`src/rtl/vcve2_vlsu_pkg.sv`:
```
// Shared definitions for the vector load/store sequencer.
//   seq_state_e       : sequencer FSM state encoding
//   DefVlenWords      : default maximum element count per vector memory op
//   DefMaxOutstanding : default limit on granted-but-unanswered requests
//   FullWordBe        : byte enable for a full 32-bit word access
package vcve2_vlsu_pkg;

    localparam int unsigned DefVlenWords      = 8;
    localparam int unsigned DefMaxOutstanding = 2;
    localparam logic [3:0]  FullWordBe        = 4'b1111;

    typedef enum logic [1:0] {
        StIdle  = 2'd0,
        StIssue = 2'd1,
        StDrain = 2'd2,
        StDone  = 2'd3
    } seq_state_e;

endpackage

```
`src/rtl/vcve2_outstanding_cnt.sv`:
```
// Up/down counter of granted-but-unanswered memory requests.
//   clk_i, rst_ni : clock, synchronous active-low reset
//   inc_i         : a request was granted this cycle
//   dec_i         : a response arrived this cycle
//   count_o       : current number of outstanding requests
//   full_o        : count has reached MaxCount
//   empty_o       : count is zero
// Simultaneous inc and dec leave the count unchanged. The caller must not
// increment when full or decrement when empty.
module vcve2_outstanding_cnt
    import vcve2_vlsu_pkg::*;
#(
    parameter int unsigned MaxCount = DefMaxOutstanding,
    parameter int unsigned CntW     = $clog2(MaxCount + 1)
) (
    input  logic            clk_i,
    input  logic            rst_ni,
    input  logic            inc_i,
    input  logic            dec_i,
    output logic [CntW-1:0] count_o,
    output logic            full_o,
    output logic            empty_o
);

    logic [CntW-1:0] count_q, count_d;

    always_comb begin
        count_d = count_q;
        if (inc_i && !dec_i) begin
            count_d = count_q + CntW'(1);
        end else if (dec_i && !inc_i) begin
            count_d = count_q - CntW'(1);
        end
    end

    always_ff @(posedge clk_i) begin
        if (!rst_ni) begin
            count_q <= '0;
        end else begin
            count_q <= count_d;
        end
    end

    assign count_o = count_q;
    assign full_o  = (count_q == CntW'(MaxCount));
    assign empty_o = (count_q == '0);

endmodule

```
`src/rtl/vcve2_vlsu_sequencer.sv`:
```
// Vector load/store sequencer: turns one start pulse into a strided sequence
// of word requests on the data memory port and moves data to/from the VRF.
//   start_i, we_i, base_addr_i, stride_i, vl_i : op command, sampled on start
//   busy_o, done_o, err_o                      : op status
//   vrf_rd_idx_o / vrf_rd_data_i               : store data read from the VRF
//   vrf_wr_en_o / vrf_wr_idx_o / vrf_wr_data_o : load writeback to the VRF
//   data_*                                     : memory request/response port
module vcve2_vlsu_sequencer
    import vcve2_vlsu_pkg::*;
#(
    parameter int unsigned VlenWords      = DefVlenWords,
    parameter int unsigned MaxOutstanding = DefMaxOutstanding
) (
    input  logic                         clk_i,
    input  logic                         rst_ni,
    input  logic                         start_i,
    input  logic                         we_i,
    input  logic [31:0]                  base_addr_i,
    input  logic [31:0]                  stride_i,
    input  logic [$clog2(VlenWords):0]   vl_i,
    output logic                         busy_o,
    output logic                         done_o,
    output logic                         err_o,
    output logic [$clog2(VlenWords)-1:0] vrf_rd_idx_o,
    input  logic [31:0]                  vrf_rd_data_i,
    output logic                         vrf_wr_en_o,
    output logic [$clog2(VlenWords)-1:0] vrf_wr_idx_o,
    output logic [31:0]                  vrf_wr_data_o,
    output logic                         data_req_o,
    input  logic                         data_gnt_i,
    input  logic                         data_rvalid_i,
    output logic                         data_we_o,
    output logic [3:0]                   data_be_o,
    output logic [31:0]                  data_addr_o,
    output logic [31:0]                  data_wdata_o,
    input  logic [31:0]                  data_rdata_i,
    input  logic                         data_err_i
);

    localparam int unsigned IdxW = $clog2(VlenWords);
    localparam int unsigned VlW  = IdxW + 1;
    localparam int unsigned CntW = $clog2(MaxOutstanding + 1);

    seq_state_e      state_q;
    logic            we_q;
    logic            err_q;
    logic [31:0]     addr_q;
    logic [31:0]     stride_q;
    logic [VlW-1:0]  vl_q;
    logic [IdxW-1:0] issue_idx_q;
    logic [IdxW-1:0] resp_idx_q;

    logic [CntW-1:0] cnt_count;
    logic            cnt_full;
    logic            cnt_empty;
    logic            gnt_fire;
    logic            rsp_fire;
    logic            last_issue;
    logic            drain_done;

    assign gnt_fire   = data_req_o && data_gnt_i;
    // Responses are only meaningful while something is outstanding; this also
    // drops stray rvalids seen in IDLE or after a mid-op reset.
    assign rsp_fire   = data_rvalid_i && (state_q != StIdle) && !cnt_empty;
    assign last_issue = ({1'b0, issue_idx_q} == (vl_q - VlW'(1)));
    // DRAIN is always entered with at least one request outstanding.
    assign drain_done = cnt_empty || ((cnt_count == CntW'(1)) && rsp_fire);

    vcve2_outstanding_cnt #(
        .MaxCount (MaxOutstanding),
        .CntW     (CntW)
    ) u_outstanding_cnt (
        .clk_i   (clk_i),
        .rst_ni  (rst_ni),
        .inc_i   (gnt_fire),
        .dec_i   (rsp_fire),
        .count_o (cnt_count),
        .full_o  (cnt_full),
        .empty_o (cnt_empty)
    );

    always_ff @(posedge clk_i) begin
        if (!rst_ni) begin
            state_q     <= StIdle;
            we_q        <= 1'b0;
            err_q       <= 1'b0;
            addr_q      <= '0;
            stride_q    <= '0;
            vl_q        <= '0;
            issue_idx_q <= '0;
            resp_idx_q  <= '0;
        end else begin
            unique case (state_q)
                StIdle: begin
                    if (start_i) begin
                        we_q        <= we_i;
                        err_q       <= 1'b0;
                        addr_q      <= base_addr_i;
                        stride_q    <= stride_i;
                        vl_q        <= vl_i;
                        issue_idx_q <= '0;
                        resp_idx_q  <= '0;
                        state_q     <= (vl_i == '0) ? StDone : StIssue;
                    end
                end
                StIssue: begin
                    if (gnt_fire) begin
                        // Accumulate instead of multiplying index by stride.
                        addr_q      <= addr_q + stride_q;
                        issue_idx_q <= issue_idx_q + IdxW'(1);
                        if (last_issue) begin
                            state_q <= StDrain;
                        end
                    end
                end
                StDrain: begin
                    if (drain_done) begin
                        state_q <= StDone;
                    end
                end
                StDone: begin
                    state_q <= StIdle;
                end
                default: begin
                    state_q <= StIdle;
                end
            endcase

            if (rsp_fire) begin
                resp_idx_q <= resp_idx_q + IdxW'(1);
                if (data_err_i) begin
                    err_q <= 1'b1;
                end
            end
        end
    end

    assign busy_o        = (state_q != StIdle);
    assign done_o        = (state_q == StDone);
    assign err_o         = err_q;

    assign data_req_o    = (state_q == StIssue) && !cnt_full;
    assign data_we_o     = we_q;
    assign data_be_o     = FullWordBe;
    assign data_addr_o   = addr_q;
    assign data_wdata_o  = ((state_q == StIssue) && we_q) ? vrf_rd_data_i : '0;

    assign vrf_rd_idx_o  = issue_idx_q;
    assign vrf_wr_en_o   = rsp_fire && !we_q && !data_err_i;
    assign vrf_wr_idx_o  = resp_idx_q;
    assign vrf_wr_data_o = data_rdata_i;

endmodule

```
`config.mk`:
```
export PLATFORM = sky130hd
export DESIGN_NAME = vcve2_vlsu_sequencer
export DESIGN_NICKNAME = d
export VERILOG_FILES = /design/src/rtl/vcve2_vlsu_pkg.sv /design/src/rtl/vcve2_outstanding_cnt.sv /design/src/rtl/vcve2_vlsu_sequencer.sv
export SDC_FILE = /design/constraint.sdc
export NUM_CORES = 1
export LEC_CHECK = 0
export CAP_MARGIN = 15
export CELL_PAD_IN_SITES_DETAIL_PLACEMENT = 2
export CELL_PAD_IN_SITES_GLOBAL_PLACEMENT = 2
export CORE_ASPECT_RATIO = 1.1
export CORE_UTILIZATION = 24
export DETAILED_ROUTE_END_ITERATION = 6
export PLACE_DENSITY_LB_ADDON = 0.05
export SLEW_MARGIN = 20
export SYNTH_ARGS = -nofsm -noshare
export SYNTH_HDL_FRONTEND = slang
export SYNTH_SLANG_ARGS = --single-unit
```
`constraint.sdc`:
```
create_clock -name clk_i -period 4.3 [get_ports clk_i]
set_input_delay 0.43 -clock clk_i [delete_from_list [all_inputs] [get_ports clk_i]]
set_output_delay 0.43 -clock clk_i [all_outputs]
set_load 0.05 [all_outputs]
```
# Word-level counts from Yosys, hierarchy flattened
# Index checks and enable logic that the tools add are counted.
# totals
register_bits,80
input_bits,139
out_inout_bits,112
word_cells,75
# op_classes
add_sub_neg,6
eq_ne,10
mux,21
n_reduce_logical,29
# ops
cell,count
two-way mux 32 bit,3
one-hot mux 32 bit (2 select lines),1
adder 32 bit,1
two-way mux 2 bit,7
two-way mux 3 bit,4
logical AND 1 bit,10
nonzero test 2 bit,5
one-hot mux 2 bit (4 select lines),1
adder 3 x 1 -> 3 bit (second input constant),2
== test 2 bit (second input constant),3
zero test 1 bit,6
inequality test 2 bit (second input constant),3
one-hot mux 3 bit (2 select lines),1
== test 2 x 1 -> 1 bit (second input constant),2
== test 3 x 4 -> 1 bit,1
zero test 2 bit,2
zero test 4 bit,1
two-way mux 1 bit,4
AND reduction 2 bit,2
AND reduction 4 bit,1
subtractor 4 x 1 -> 4 bit (second input constant),1
AND reduction 3 bit,1
adder 2 x 1 -> 2 bit (second input constant),1
inequality test 2 x 1 -> 1 bit (second input constant),1
other kinds (2),2

# Depth between registers and ports, before layout
# depth
word_depth,8
depth_mapped,12
ltp_nobuf,10

# Cells and area by module
# From an unflattened synthesis, not the netlist that was laid out.
# hier_totals
hier_cells,725
hier_area_um2,5560.3
# by_module_without_submodules
mod,instances,cells_per_inst,area_per_inst_um2,seq_area_each_um2
vcve2_vlsu_sequencer,1,713,5449.0,1561.5
vcve2_outstanding_cnt,1,12,111.4,40.0

# Least setup slack after synthesis
# Ideal clock, no wire load.
# synth_path
kind,register to register
start,"reg addr_q[0], in the netlist data_addr_o[0]"
end,"reg addr_q[28], in the netlist data_addr_o[28]"
setup_time_ns,0.095
arrival_ns,2.833
required_ns,4.205
path_slack_ns,1.372
path_stages_with_launch,11
n_path_buf,0
synth_period_minus_slack_ns,2.928
cell_sequence,dfxtp_1 -> ha_1 -> fa_1 -> a21oi_1 -> o22ai_1 -> o31ai_1 -> o31ai_1 -> a211oi_1 -> a21boi_1 -> xnor2_1 -> a221oi_1
# synth_via
elab_chain_len,3
# synth_lines
element,line,text
from (decl),vcve2_vlsu_sequencer.sv:47,logic [31:0] addr_q;
from (signal assigned),vcve2_vlsu_sequencer.sv:98,addr_q <= base_addr_i;
from (signal assigned),vcve2_vlsu_sequencer.sv:109,addr_q <= addr_q + stride_q;
adder 32 bit,vcve2_vlsu_sequencer.sv:109,
two-way mux 32 bit,vcve2_vlsu_sequencer.sv:107,if (gnt_fire) begin
one-hot mux 32 bit (2 select lines),vcve2_vlsu_sequencer.sv:93,unique case (state_q)
# Every way passes these cells. The select of a mux whose other input is x is not followed.
# A chain may end at the register's enable or synchronous reset.

# Worst setup path in the final report
# layout_path
start,reg state_q[0]
end,out vrf_wr_en_o
# layout_via
elab_chain_len,5
# layout_lines
element,line,text
from (decl),vcve2_vlsu_sequencer.sv:44,seq_state_e state_q;
from (signal assigned),vcve2_vlsu_sequencer.sv:84,state_q <= StIdle;
from (signal assigned),vcve2_vlsu_sequencer.sv:103,state_q <= (vl_i == '0) ? StDone : StIssue;
from (signal assigned),vcve2_vlsu_sequencer.sv:112,state_q <= StDrain;
nonzero test 2 bit,vcve2_vlsu_sequencer.sv:64,assign rsp_fire = data_rvalid_i && (state_q != StIdle) && !cnt_empty;
logical AND 1 bit (2 in series),vcve2_vlsu_sequencer.sv:64,
logical AND 1 bit (2 in series),vcve2_vlsu_sequencer.sv:149,assign vrf_wr_en_o = rsp_fire && !we_q && !data_err_i;
to (decl),vcve2_vlsu_sequencer.sv:26,"output logic vrf_wr_en_o,"
# Every way passes these cells.

==> metrics.txt <==
PwrDens ~610 nW/µm²; GR Util All Layers between 10% and 20%; number of routed nets with antenna violations 0; Layout area overhead 38.3%; Max VDD drop 0.281 mV; most instantiated library cell after synthesis nand2_1; final slew viol count 0; Critical Path RT around 3900 ps; GRT overflow 0; crit path max fanout 6; root buffer cell clkbuf_16; # setup viols final 0; R2R Path End data_addr_o[28]; Wirelength per Cell between 15 and 20 µm; Critical R2R Launch data_addr_o[0]; outcome complete, no violations; DIE HEIGHT approximately 160 µm; crit path DAT a little under 3000 ps; largest net degree at the start of global routing about 70; clock tree buffer depth 2; CTS Sinks 80; CTS resizes 0; vias in the first global route 6273; register bit total from synthesis 80; Tmin final approximately 3400 ps; setup TNS 0 ps; Hold Path Class flip-flop to flip-flop; Max-Cap Viols 0; Synth area leader dfxtp_1; dpl hpwl ~17000 µm; Setup Crit Path Kind flip-flop to output pin; initial antenna violation count 1; asr flop ratio synth 0%; Post-Syn Area 5510 µm²; Initial Util between 20% and 30%; row count 57; fin nets approximately 1000; unrepaired setup endpoints after global routing no; Finished Layout Cells about 1100; Ports between 200 and 300; Setup crit start kind flip-flop; Die X 146 µm; Post CTS Setup Buffer Count 0; Clock Skews 5.27 ps; clock slew at reported path FFs approximately 60 ps; Main synth FF type dfxtp_1; CORE AREA approximately 22000 µm²; Hold Buf Count CTS 0; Die ar. ~24000 µm²; dpl cells 1127; Hold Path Sink stride_q[9]; Area contributors post-synth dfxtp_1, ha_1, a21oi_1; layout cells sized above 1 4.37%; smallest setup slack after layout ~940 ps; Mean Syn Cell Area between 7 and 8 µm²; fmax between 200 and 300 MHz; count of cell types in the netlist between 60 and 70; ant diodes 0; Slew @ Worst Pin a little under 1000 ps; Slew headroom 35.0%; Synthesis Warnings 0; Final Util roughly 34%; Post-synth EDFFs 0; setup slack at placement between 1000 and 1500 ps; CTS H-tree depth 3; most instantiated cells after synthesis nand2_1, a21oi_1, dfxtp_1, ha_1, and3_1; FF-to-FF setup slack between 1000 and 1500 ps; IO Port Bufs ~180; top-area cell type share of the netlist area between 20% and 30%; overall power about 4600 µW; CP endpoint kind output pin; DRT iter0 DRCs between 90 and 100; Worst-Skew Late Latency 350 ps; First-pass DRT Iterations 4; first-pass GRT wire length around 35000 µm; DR vias approximately 5600; fin crit share between 70% and 80%; WL final about 22000 µm; Worst Reg-to-Reg Cells 11; Post-Syn Instances about 720; Vias/cell 4.95; CTS tree yes; CTS buffer count 9; Leak roughly 0.0031 µW; Residual DRC 0; Hold Startpoint stride_q[9]; Hold Fails Final Rpt 0; RePlAce Congestion ~0.75; post-synthesis sequential area ratio between 20% and 30%; worst hold stages 2
state kept, by name, indices dropped and copies added (netlist names):
| signal | flops |
|---|---|
| data_addr_o | 32 |
| data_we_o | 1 |
| err_o | 1 |
| state_q | 2 |
| stride_q | 32 |
| u_outstanding_cnt.count_o | 2 |
| vl_q | 4 |
| vrf_rd_idx_o | 3 |
| vrf_wr_idx_o | 3 |
metal layers:
metal	GRT usage, %	wire, µm
met4	6.44	425
met2	34.7	11300
met3	3.81	895
met1	21.2	9200
met5	0	13
how the worst max path moves through the flow:
stage	slack, ps	start	cells past startpoint	to
after floorplan	1370	data_addr_o[0]	10	data_addr_o[28]
after global placement	1340	data_rvalid_i	5	vrf_wr_en_o
after detailed placement	1190	data_rvalid_i	5	vrf_wr_en_o
after CTS	890	state_q[0]	6	vrf_wr_en_o
after global routing	690	state_q[0]	6	vrf_wr_en_o
final	940	state_q[0]	6	vrf_wr_en_o
metrics by stage:
stage	instance area, µm²	hold slack (ps)
after global routing	7620	480
after global placement	7340	454
after CTS	7620	472
after detailed placement	7340	463
after floorplan	5520	440
final	7620	466
kinds of logic (layout without fill, tap and decap cells):
logic type | count (synthesis) | after routing | share of synthesized area [%]
multiplexers | 14 | 14 | 2.57
AND/OR/NAND/NOR | 236 | 236 | 19.9
buffers and inverters | 97 | 221 | 9.17
XOR/XNOR | 32 | 32 | 5.09
flip-flops | 80 | 80 | 29.1
AO/OA/AOI/OAI | 216 | 216 | 24.3
other | 1 | 4 | 0.0680
adder cells (fa/ha/maj) | 43 | 43 | 9.90
power breakdown:
part	internal [µW]	leakage (µW)	switching, µW
Combinational	932	0.00229	1810
Sequential	942	0.000658	182
Clock	444	0.000128	322
layout make-up:
cell class,instances,area (µm²)
Timing Repair Buffer,190,1880
Sequential cell,80,1600
Clock inverter,3,45.0
Inverter,17,63.8
Tap cell,295,369
Multi-Input combinational cell,545,3430
Fill cell,2567,14700
Clock buffer,11,233
placed cells by master, fill, tap and decap left out, types with 3 or more instances in the layout:
master             n
nand4_1            6
inv_1             15
nand2_1          117
xnor2_1           17
clkbuf_16          9
a21oi_1          104
xor2_1            15
nor2_1            34
o211ai_1           4
o21ai_0           33
o21bai_1           3
buf_4              8
dfxtp_1           79
mux2i_1           13
clkdlybuf4s50_1  182
ha_1              41
nor3_1             9
o22ai_1            3
and2_1             3
a31oi_1            4
a21o_1            16
nor2b_1            3
a311oi_1           4
or3_1              7
nand3_1            6
and3_1            38
conb_1             4
a211oi_1          15
a221oi_1           4
critical path, cell delays in order (launching register included):
cell and delay, ps:
dfxtp_1 390, inv_1 90, ha_1 300, nor3b_1 580
inv_1 210, nor3_1 180, clkdlybuf4s50_1 830
(Power assumes the default switching activity.)
